## src/rtl/lc3_mem_arbiter_if.sv

```systemverilog
// Request/acknowledge bundle used by each requester of the LC-3 memory arbiter.
// The requester uses the master modport and the arbiter uses the slave modport.
interface lc3_mem_arbiter_if #(
  parameter int unsigned ADDR_W = 16,
  parameter int unsigned DATA_W = 16
);
  logic              req;
  logic              we;
  logic [ADDR_W-1:0] addr;
  logic [DATA_W-1:0] wdata;
  logic              ack;
  logic [DATA_W-1:0] rdata;

  modport master (
    output req,
    output we,
    output addr,
    output wdata,
    input  ack,
    input  rdata
  );

  modport slave (
    input  req,
    input  we,
    input  addr,
    input  wdata,
    output ack,
    output rdata
  );
endinterface

```

## src/rtl/lc3_mem_arbiter.sv

```systemverilog
// Two-port (CPU / loader) arbiter for the single LC-3 memory port.
// Define MEMARB_LDR_PRIORITY_EN for fixed loader priority on ties; default is round-robin.
module lc3_mem_arbiter #(
  parameter int unsigned ADDR_W  = 16,
  parameter int unsigned DATA_W  = 16,
  parameter int unsigned MEM_LAT = 2
) (
  input  logic              clk_i,
  input  logic              rst_ni,
  lc3_mem_arbiter_if.slave  cpu_if,
  lc3_mem_arbiter_if.slave  ldr_if,
  output logic              mem_en_o,
  output logic              mem_we_o,
  output logic [ADDR_W-1:0] mem_addr_o,
  output logic [DATA_W-1:0] mem_wdata_o,
  input  logic [DATA_W-1:0] mem_rdata_i,
  output logic              busy_o,
  output logic              owner_o
);

  typedef enum logic [1:0] {StIdle, StAccess, StResp} state_e;

  state_e            state_q, state_d;
  logic [3:0]        cnt_q, cnt_d;
  logic              owner_q, owner_d;
  logic              we_q, we_d;
  logic [ADDR_W-1:0] addr_q, addr_d;
  logic [DATA_W-1:0] wdata_q, wdata_d;
  logic [DATA_W-1:0] cpu_rdata_q, cpu_rdata_d;
  logic [DATA_W-1:0] ldr_rdata_q, ldr_rdata_d;

  logic any_req;
  logic grant_ldr;

  // owner_q doubles as last_owner: it is only rewritten at grant time.
  always_comb begin
    any_req = cpu_if.req | ldr_if.req;
    if (cpu_if.req && ldr_if.req) begin
`ifdef MEMARB_LDR_PRIORITY_EN
      grant_ldr = 1'b1;
`else
      grant_ldr = ~owner_q;
`endif
    end else begin
      grant_ldr = ldr_if.req;
    end
  end

  always_comb begin
    state_d     = state_q;
    cnt_d       = cnt_q;
    owner_d     = owner_q;
    we_d        = we_q;
    addr_d      = addr_q;
    wdata_d     = wdata_q;
    cpu_rdata_d = cpu_rdata_q;
    ldr_rdata_d = ldr_rdata_q;

    unique case (state_q)
      StIdle: begin
        if (any_req) begin
          owner_d = grant_ldr;
          cnt_d   = 4'(MEM_LAT - 1);
          state_d = StAccess;
          if (grant_ldr) begin
            we_d    = ldr_if.we;
            addr_d  = ldr_if.addr;
            wdata_d = ldr_if.wdata;
          end else begin
            we_d    = cpu_if.we;
            addr_d  = cpu_if.addr;
            wdata_d = cpu_if.wdata;
          end
        end
      end
      StAccess: begin
        if (cnt_q == 4'd0) begin
          state_d = StResp;
          if (!we_q) begin
            if (owner_q) ldr_rdata_d = mem_rdata_i;
            else         cpu_rdata_d = mem_rdata_i;
          end
        end else begin
          cnt_d = cnt_q - 4'd1;
        end
      end
      StResp: begin
        state_d = StIdle;
      end
      default: begin
        state_d = StIdle;
      end
    endcase
  end

  always_ff @(posedge clk_i) begin
    if (!rst_ni) begin
      state_q     <= StIdle;
      cnt_q       <= 4'd0;
      owner_q     <= 1'b0;
      we_q        <= 1'b0;
      addr_q      <= '0;
      wdata_q     <= '0;
      cpu_rdata_q <= '0;
      ldr_rdata_q <= '0;
    end else begin
      state_q     <= state_d;
      cnt_q       <= cnt_d;
      owner_q     <= owner_d;
      we_q        <= we_d;
      addr_q      <= addr_d;
      wdata_q     <= wdata_d;
      cpu_rdata_q <= cpu_rdata_d;
      ldr_rdata_q <= ldr_rdata_d;
    end
  end

  always_comb begin
    mem_en_o     = (state_q == StAccess);
    mem_we_o     = (state_q == StAccess) && we_q;
    mem_addr_o   = addr_q;
    mem_wdata_o  = wdata_q;
    busy_o       = (state_q != StIdle);
    owner_o      = owner_q;
    cpu_if.ack   = (state_q == StResp) && !owner_q;
    ldr_if.ack   = (state_q == StResp) && owner_q;
    cpu_if.rdata = cpu_rdata_q;
    ldr_if.rdata = ldr_rdata_q;
  end

endmodule

```

## src/flat_wrapper.sv

```systemverilog
// flat-port wrapper written by rule: the top's interface ports become plain ports
module lc3_mem_arbiter_flat 
#(
  parameter int unsigned ADDR_W  = 16,
  parameter int unsigned DATA_W  = 16,
  parameter int unsigned MEM_LAT = 2
)
  (clk_i, rst_ni, mem_en_o, mem_we_o, mem_addr_o, mem_wdata_o, mem_rdata_i, busy_o, owner_o, cpu_if_req, cpu_if_we, cpu_if_addr, cpu_if_wdata, cpu_if_ack, cpu_if_rdata, ldr_if_req, ldr_if_we, ldr_if_addr, ldr_if_wdata, ldr_if_ack, ldr_if_rdata);
  lc3_mem_arbiter_if #(.ADDR_W(ADDR_W), .DATA_W(DATA_W)) cpu_if_i ();
  lc3_mem_arbiter_if #(.ADDR_W(ADDR_W), .DATA_W(DATA_W)) ldr_if_i ();
  input  logic clk_i;
  input  logic rst_ni;
  output logic mem_en_o;
  output logic mem_we_o;
  output logic [ADDR_W-1:0] mem_addr_o;
  output logic [DATA_W-1:0] mem_wdata_o;
  input  logic [DATA_W-1:0] mem_rdata_i;
  output logic busy_o;
  output logic owner_o;
  input wire logic [$bits(cpu_if_i.req)-1:0] cpu_if_req;
  input wire logic [$bits(cpu_if_i.we)-1:0] cpu_if_we;
  input wire logic [$bits(cpu_if_i.addr)-1:0] cpu_if_addr;
  input wire logic [$bits(cpu_if_i.wdata)-1:0] cpu_if_wdata;
  output wire logic [$bits(cpu_if_i.ack)-1:0] cpu_if_ack;
  output wire logic [$bits(cpu_if_i.rdata)-1:0] cpu_if_rdata;
  input wire logic [$bits(ldr_if_i.req)-1:0] ldr_if_req;
  input wire logic [$bits(ldr_if_i.we)-1:0] ldr_if_we;
  input wire logic [$bits(ldr_if_i.addr)-1:0] ldr_if_addr;
  input wire logic [$bits(ldr_if_i.wdata)-1:0] ldr_if_wdata;
  output wire logic [$bits(ldr_if_i.ack)-1:0] ldr_if_ack;
  output wire logic [$bits(ldr_if_i.rdata)-1:0] ldr_if_rdata;
  assign cpu_if_i.req = cpu_if_req;
  assign cpu_if_i.we = cpu_if_we;
  assign cpu_if_i.addr = cpu_if_addr;
  assign cpu_if_i.wdata = cpu_if_wdata;
  assign cpu_if_ack = cpu_if_i.ack;
  assign cpu_if_rdata = cpu_if_i.rdata;
  assign ldr_if_i.req = ldr_if_req;
  assign ldr_if_i.we = ldr_if_we;
  assign ldr_if_i.addr = ldr_if_addr;
  assign ldr_if_i.wdata = ldr_if_wdata;
  assign ldr_if_ack = ldr_if_i.ack;
  assign ldr_if_rdata = ldr_if_i.rdata;
  lc3_mem_arbiter #(.ADDR_W(ADDR_W), .DATA_W(DATA_W), .MEM_LAT(MEM_LAT)) u_core (.clk_i(clk_i), .rst_ni(rst_ni), .cpu_if(cpu_if_i), .ldr_if(ldr_if_i), .mem_en_o(mem_en_o), .mem_we_o(mem_we_o), .mem_addr_o(mem_addr_o), .mem_wdata_o(mem_wdata_o), .mem_rdata_i(mem_rdata_i), .busy_o(busy_o), .owner_o(owner_o));
endmodule
```

## config.mk

```make
export PLATFORM = sky130hd
export DESIGN_NAME = lc3_mem_arbiter_flat
export DESIGN_NICKNAME = d
export VERILOG_FILES = /design/src/rtl/lc3_mem_arbiter_if.sv /design/src/rtl/lc3_mem_arbiter.sv /design/src/flat_wrapper.sv
export SDC_FILE = /design/constraint.sdc
export NUM_CORES = 1
export LEC_CHECK = 0
export CAP_MARGIN = 30
export CORE_ASPECT_RATIO = 1.1
export CORE_UTILIZATION = 39
export DETAILED_ROUTE_END_ITERATION = 6
export GPL_ROUTABILITY_DRIVEN = 0
export PLACE_DENSITY = 0.9
export RECOVER_POWER = 100
export SLEW_MARGIN = 25
export SYNTH_ARGS = -nofsm -noshare
export SYNTH_HDL_FRONTEND = slang
export SYNTH_SLANG_ARGS = --single-unit
export TNS_END_PERCENT = 1
```

## constraint.sdc

```tcl
create_clock -name clk_i -period 2.1 [get_ports clk_i]
set_input_delay 0.42 -clock clk_i [delete_from_list [all_inputs] [get_ports clk_i]]
set_output_delay 0.42 -clock clk_i [all_outputs]
set_load 0.01 [all_outputs]
```

; Word-level counts from Yosys, hierarchy flattened
; Cells that the tools add are included.
[classes]
n_reduce_logical = 14
eq_ne = 5
bitwise_logic = 3
n_lt_le_gt_ge = 0
muxes = 10
add_sub_neg = 1
n_div = 0
n_mul = 0
shift = 0
[ops]
columns = op, count
row1 = $mux W16, 2
row2 = $mux W4, 2
row3 = $pmux W4 S2, 1
row4 = $reduce_and A4 Y1, 2
row5 = $logic_and A1 B1 Y1, 4
row6 = $logic_not A4 Y1, 1
row7 = $mux W2, 2
row8 = $ne A2 B1 Y1 const B, 2
row9 = $pmux W2 S2, 1
row10 = $reduce_and A2 Y1, 2
row11 = $reduce_bool A2 Y1, 2
row12 = $sub A4 B1 Y4 const B, 1
row13 = $reduce_and A3 Y1, 1
row14 = $eq A2 B1 Y1 const B, 1
row15 = $eq A2 B2 Y1 const B, 1
row16 = $logic_not A2 Y1, 1
row17 = $mux W1, 2
row18 = $ne A2 B2 Y1 const B, 1
row19 = $not A1 Y1, 2
row20 = $logic_not A1 Y1, 1
row21 = $or A1 B1 Y1, 1
[word_totals]
output_inout_bits = 70
mem_bits_ro = 0
ff_bits = 72
n_memories = 0
word_cells = 41
ramBits = 0
latchBits = 0
in_bits = 86

; Longest topological paths before layout
; Gate-level depths: netlist of run 1.
[logic_depth]
depth_word = 3
mapped_depth = 7
ltp_nobuf = 5

; Worst setup path after synthesis of run 1
; Ideal clock, no wire load.
[synth_timing]
path_kind = reg2reg
start = register u_core.cnt_q[0]
end = register u_core.ldr_rdata_q[10] (netlist: u_core.ldr_if.rdata[10])
stages_incl_launch_ff = 8
t_required_ps = 1982
path_slack_ps = 592
synth_period_minus_slack_ps = 1508
path_buffers = 2
t_arrival_ps = 1389
setup_ps = 118
cell_sequence = dfxtp_1 inv_1 ha_1 nor3b_4 nand4b_2 buf_6 buf_12 mux2i_1
[synth_via]
elab_chain_len = 2
[synth_lines]
columns = item, line_no
row1 = from (decl), lc3_mem_arbiter.sv:24  ; logic [3:0] cnt_q, cnt_d;
row2 = from (signal assigned), lc3_mem_arbiter.sv:108  ; cnt_q <= cnt_d;
row3 = $logic_not A4 Y1, lc3_mem_arbiter.sv:77  ; if (cnt_q == 4'd0) begin
row4 = $reduce_and A4 Y1 (no line), -
row5 = to (signal assigned), lc3_mem_arbiter.sv:114  ; ldr_rdata_q <= ldr_rdata_d;
row6 = to (decl), lc3_mem_arbiter.sv:30  ; logic [DATA_W-1:0] ldr_rdata_q, ldr_rdata_d;
; No other way between the ends.
; A chain may end at the register's enable or synchronous reset.

; Worst setup path in the final report of run 1
[layout_timing]
start = register u_core.state_q[0]
end = output mem_we_o
[layout_via]
elab_chain_len = 2
[layout_lines]
columns = item, line_no
row1 = from (decl), lc3_mem_arbiter.sv:23  ; state_e state_q, state_d;
row2 = from (signal assigned), lc3_mem_arbiter.sv:98  ; state_q <= StIdle;
row3 = from (signal assigned), lc3_mem_arbiter.sv:107  ; state_q <= state_d;
row4 = $eq A2 B1 Y1, lc3_mem_arbiter.sv:120  ; mem_we_o = (state_q == StAccess) && we_q;
row5 = $logic_and A1 B1 Y1, lc3_mem_arbiter.sv:120
row6 = to (decl), flat_wrapper.sv:14  ; output logic mem_we_o;
; No other way between the ends.

==> results by group, run 1 <==
Run status
  – Outcome: completed

Cells and area
  – Ratio of cells with drive above 1 in the final layout: 7.13%
  – FF/Latch Area: 1440 µm²
  – Area grow syn2layout: 60.6%
  – Fin area: 4760 µm²
  – Final cell count without fillers: 520
  – # fillers: 582
  – Multi-input gate area: 1380 µm²
  – Fin util: 66.4%
  – Ant. Diodes: 0
  – Layout Nets: 517

Floorplan
  – Initial Util: 41.3%
  – Die Span Y: 93.4 µm
  – Die span in x: 85.1 µm
  – Floorplan row count: 32
  – Die area: 7950 µm²
  – Ports: 156
  – Core area: 7170 µm²

CTS
  – Cts hold-fix bufs: 0
  – CTS tree: built
  – Clock buffers created by TritonCTS: 9
  – Longest Clk Path Bufs: 2
  – Worst skew pair latency: 330 ps
  – TritonCTS Sinks: 72
  – CTS H-Tree Depth: 3
  – Clk slew on worst S/H paths: 80 ps
  – Clock root cell: clkbuf_8

Timing
  – Fmax: 0.495 GHz
  – Final Hold Viols: 0
  – Worst Tran Pin Value: 568 ps
  – Final clock skew: 13.5 ps
  – Final critical-path required period: 2020 ps
  – Slew margin rel.: 62.0%
  – Final Max Slew Viols: 0
  – Final setup viols: 0
  – Tcrit/Tclk final: 96.3%

Run
  – # Max-Cap Violations: 0

GRT
  – Initial antenna violation count: 0
  – Vias in the first global route: 2666
  – GR Util All Layers: 19.7%
  – Gr ovfl total: 0
  – Largest net degree at the start of global routing: 57
  – First-pass GRT wire length: 12400 µm

Detailed routing
  – Post-DR vias/cell: 5.05
  – 1st-iter DRT viols: 96
  – # DRC: 0
  – Drt first pass iters: 4
  – Final wirelength: 7820 µm
  – Detail Route Antenna Nets: 0
  – Via count: 2624
  – Wire per inst: 15.0 µm

Pwr
  – Max IR drop VDD: 438 µV
  – Leakage: 0.00221 µW
  – PwrDens: 707 nW/µm²

Worst setup path
  – Worst Path Max Fanout: 9
  – Slowest CP cell: clkdlybuf4s50_1
  – WP data arrival: 1600 ps
  – CP required: 1680 ps
  – Setup Crit Path Kind: reg2out
  – Largest stage delay, worst path: 530 ps
  – Worst setup EP type: primary output
  – Worst-path cell chain: nand2b_4, inv_2, and2_1, clkdlybuf4s50_1
  – Worst setup SP type: flip-flop

Place
  – Placed instance area: 4600 µm²
  – Port Buffers: 155
  – Placed Cells: 503
  – HPWL after detailed placement: 5810 µm

Synth
  – Synthesized netlist cell count: 277
  – Async SR Flop Fraction: 0%
  – EDFF count, synth: 0
  – Synth warn: 0
  – Post-synth cell types: 35
  – Sequential area share after synthesis: 48.6%
  – Net Count, Synth: 364
  – Synthesized flop and latch total: 72
  – Prevailing post-synth register cell: dfxtp_1
  – Syn Area/Cell: 10.7 µm²
  – Post-Syn Area: 2960 µm²

Hold path
  – Hold Path Class: reg2reg
[placed cells by master, fill, tap and decap left out, drive strengths merged, types with 2 or more instances in the layout]
cell type	Yosys	final
or3	2	2
dlygate4sd3	0	68
o2bb2ai	33	33
a21oi	2	2
buf	10	6
nand2	48	48
nand3	3	3
nor2	3	3
a21boi	4	4
clkbuf	10	14
clkinv	0	3
and2	2	2
clkdlybuf4s50	0	86
mux2i	65	65
nor3b	2	2
o21ai	4	4
or4	2	2
inv	5	5
dfxtp	72	72
[where the power goes]
part | switching [µW] | internal, µW | total, µW
Clock | 481 | 545 | 1030
Combinational | 343 | 448 | 791
Sequential | 67.2 | 1480 | 1550
Total | 891 | 2480 | 3370
[worst paths after layout]
check | slack, ps | end | startpoint | depth (start not counted)
worst min-delay path | 460 | u_core.ldr_if.rdata[7]$_SDFFE_PN0P_ | u_core.ldr_if.rdata[7]$_SDFFE_PN0P_ | 2
worst min register to register | 460 | u_core.ldr_if.rdata[7]$_SDFFE_PN0P_ | u_core.ldr_if.rdata[7]$_SDFFE_PN0P_ | 2
worst max-delay path | 80 | mem_we_o | u_core.state_q[0]$_SDFFE_PN0P_ | 4
worst max register to register | 290 | u_core.ldr_if.rdata[5]$_SDFFE_PN0P_ | u_core.cnt_q[0]$_SDFFE_PN0P_ | 6
[cell usage after synthesis, types with 2 or more instances]
library cell | count | area share (%)
inv_1 | 4 | 0.51
dfxtp_1 | 72 | 49
buf_2 | 4 | 0.68
or4_1 | 2 | 0.51
o2bb2ai_1 | 33 | 9.8
clkbuf_1 | 9 | 1.1
a21boi_0 | 3 | 0.76
mux2i_1 | 65 | 22
nand2_1 | 48 | 6.1
and2_1 | 2 | 0.42
nor2_1 | 3 | 0.38
buf_4 | 3 | 0.76
nand3_1 | 2 | 0.34
a21oi_1 | 2 | 0.34
o21ai_0 | 4 | 0.68
buf_6 | 2 | 0.76
[metrics by stage]
step / power (µW) / setup TNS, ps / setup WS [ps] / hold slack [ps]
5_1_grt: 3540 / -7.26 / -7.26 / 473
6_report: 3370 / 0 / 78.2 / 455
3_3_place_gp: 2400 / 0 / 283 / 443
3_5_place_dp: 2420 / 0 / 210 / 447
4_1_cts: 3450 / 0 / 24.3 / 462
2_1_floorplan: 1950 / 0 / 592 / 461
[state kept, by name, summed over array words and instances (netlist names)]
signal / cells
u_core.owner_o: 1
u_core.state_q: 2
u_core.mem_wdata_o: 16
u_core.mem_addr_o: 16
u_core.ldr_if.rdata: 16
u_core.we_q: 1
u_core.cpu_if.rdata: 16
u_core.cnt_q: 4
[critical path: cells and delay by family, from the launching register on]
family,cells,cell delay [ps]
AND/OR/NAND/NOR,2,230
flip-flops,1,440
buffers and inverters,2,600
[area by class of cell]
class	count	area share, %
Multi-Input combinational cell	180	29.0
Clock inverter	4	0.946
Timing Repair Buffer	162	34.3
Tap cell	85	2.23
Sequential cell	72	30.3
Inverter	5	0.394
Clock buffer	12	2.84
[timing repair]
item,in CTS,in global routing
gates resized for setup,1,2
setup buffers,1,0
setup endpoints to repair,1,2
[metal layers]
metal	share of wire, %	track usage, %	routed length (µm)	vias up
met5	0	0	0	-
met2	49	34.9	3850	108
met3	8.8	6.35	691	5
met4	0.79	6.78	62	0
li1	-	-	-	1293
met1	41	22.2	3210	1218
[cell families after synthesis]
group                    count (synthesis)  share of synthesized area, %
multiplexers                            65                          22.0
AND/OR/NAND/NOR                         67                          11.1
AO/OA/AOI/OAI                           47                          13.0
adder cells (fa/ha/maj)                  1                         0.422
flip-flops                              72                          48.6
buffers and inverters                   25                          4.81
Power figures use the tool's default switching activity.
==> run 2, diff against run 1 <==
- GPL_TIMING_DRIVEN: unset -> 1
==> results of run 2 <==
Same layout as run 1: the final DEF is identical, and so are final timing and power.
==> run 3, diff against run 2 <==
- HOLD_SLACK_MARGIN: unset -> 0.03
==> results of run 3 <==
Same layout as run 1: the final DEF is identical, and so are final timing and power.
==> RTL edit (config.mk and constraints of run 2) <==
Encoding of `state_e`: now one-hot (3 bits for 3 states).
--- a/src/rtl/lc3_mem_arbiter.sv
+++ b/src/rtl/lc3_mem_arbiter.sv
@@ -18,7 +18,7 @@
   output logic              owner_o
 );
 
-  typedef enum logic [1:0] {StIdle, StAccess, StResp} state_e;
+  typedef enum logic [2:0] {StIdle = 3'b001, StAccess = 3'b010, StResp = 3'b100} state_e;
 
   state_e            state_q, state_d;
   logic [3:0]        cnt_q, cnt_d;
Formal check against the unedited RTL: same outputs for any inputs over 4 cycles, from zero or initial values and one cycle with rst_ni low; so few cycles prove little.
==> RTL edit against run 2 <==
Core utilization fell by 2.1 points; final area rose by 9.2%; die area rose by 12%; final cell count rose by 23%; fmax rose by 0.35%; power rose by 22%; clock power rose by 50%; synthesized area rose by 12%; sequential cell count rose by 1; global-route usage rose by 4.2 points; wire length rose by 36%; setup slack improved by 7.0 ps; sequential share of layout area fell by 2.2 points; first-iteration DRC count rose by 99%; critical path type unchanged; largest power group unchanged.
==> RTL edit: results <==
[logic_synthesis]
ys_types = 41
yosys-top-cells-area = "dfxtp_1, a21oi_1, a311oi_1, nand2_1, o31ai_1"
synth_common_cells = "dfxtp_1, a21oi_1, nand2_1"
syn-num-nets = 478

[worst_hold_path]
min-delay-start = "u_core.ldr_if.rdata[13]"

[global_route]
grt.met1_usage = 0.288
grt_pass1_wl_mm = 17.4
grtUsageTotal = 0.239
grt.met2_usage = 0.413

[worst_setup_path]
max_stage_delay_ps = 490
critPathMaxFanout = 4

[routing]
met1_length_mm = 4.21

[finish]
non_clock_buffer_count = 172
multi_input_area_share = 0.311
multi_input_gates = 268
fillers = 661
clkbuf_count = 9
seq_share = 0.281
fin_cells = 641
nets = 616

[run_status]
outcome = "complete, no violations"

[timing]
fin_skew_ps = 6.90
slew_headroom = 0.431

[clock_tree]
cts_setup_buffers = 0

[power]
swShare = 0.275
[RTL edit: changes by cell type after synthesis, sizes merged, moves of 3 or more]
| cell | run 2 | this run |
|---|---|---|
| a21boi | 4 | 1 |
| a21oi | 2 | 68 |
| a311oi | 0 | 33 |
| buf | 10 | 24 |
| clkbuf | 10 | 21 |
| mux2i | 65 | 0 |
| nand2 | 48 | 66 |
| nand3b | 0 | 3 |
| nand4 | 0 | 32 |
| o2bb2ai | 33 | 0 |
| o31ai | 1 | 32 |
[RTL edit: metrics by stage]
stage	area, um2	setup TNS [ps]
3_3_place_gp	4920	0
2_1_floorplan	3330	0
3_5_place_dp	4920	-29.8
4_1_cts	5200	0
5_1_grt	5200	0
6_report	5200	0
[RTL edit: cell families (layout without fill, tap and decap cells)]
family	Yosys count	after routing	share of synthesized area
flip-flops	73	73	0.439
adder cells (fa/ha/maj)	1	1	0.00376
AO/OA/AOI/OAI	145	145	0.289
buffers and inverters	50	192	0.0763
AND/OR/NAND/NOR	122	122	0.192
[RTL edit: final timing paths]
path	to	slack, ps
hold reg to reg	u_core.ldr_if.rdata[13]	460
setup reg to reg	u_core.mem_addr_o[10]	290
setup / recovery	busy_o	90
hold / removal	u_core.ldr_if.rdata[13]	460
[RTL edit: timing repair]
| action | CTS | global route |
|---|---|---|
| pin swaps | 0 | 0 |
| resized for setup | 3 | 1 |
| cloned | 0 | 0 |
| setup endpoints to repair | 3 | 1 |
[RTL edit: worst reg2reg max path: stages (launching register included)]
cell      delay (ps)
dfxtp_1          310
clkbuf_2         140
nor3b_4          220
inv_2             90
nor2_4           680
a311oi_1         210
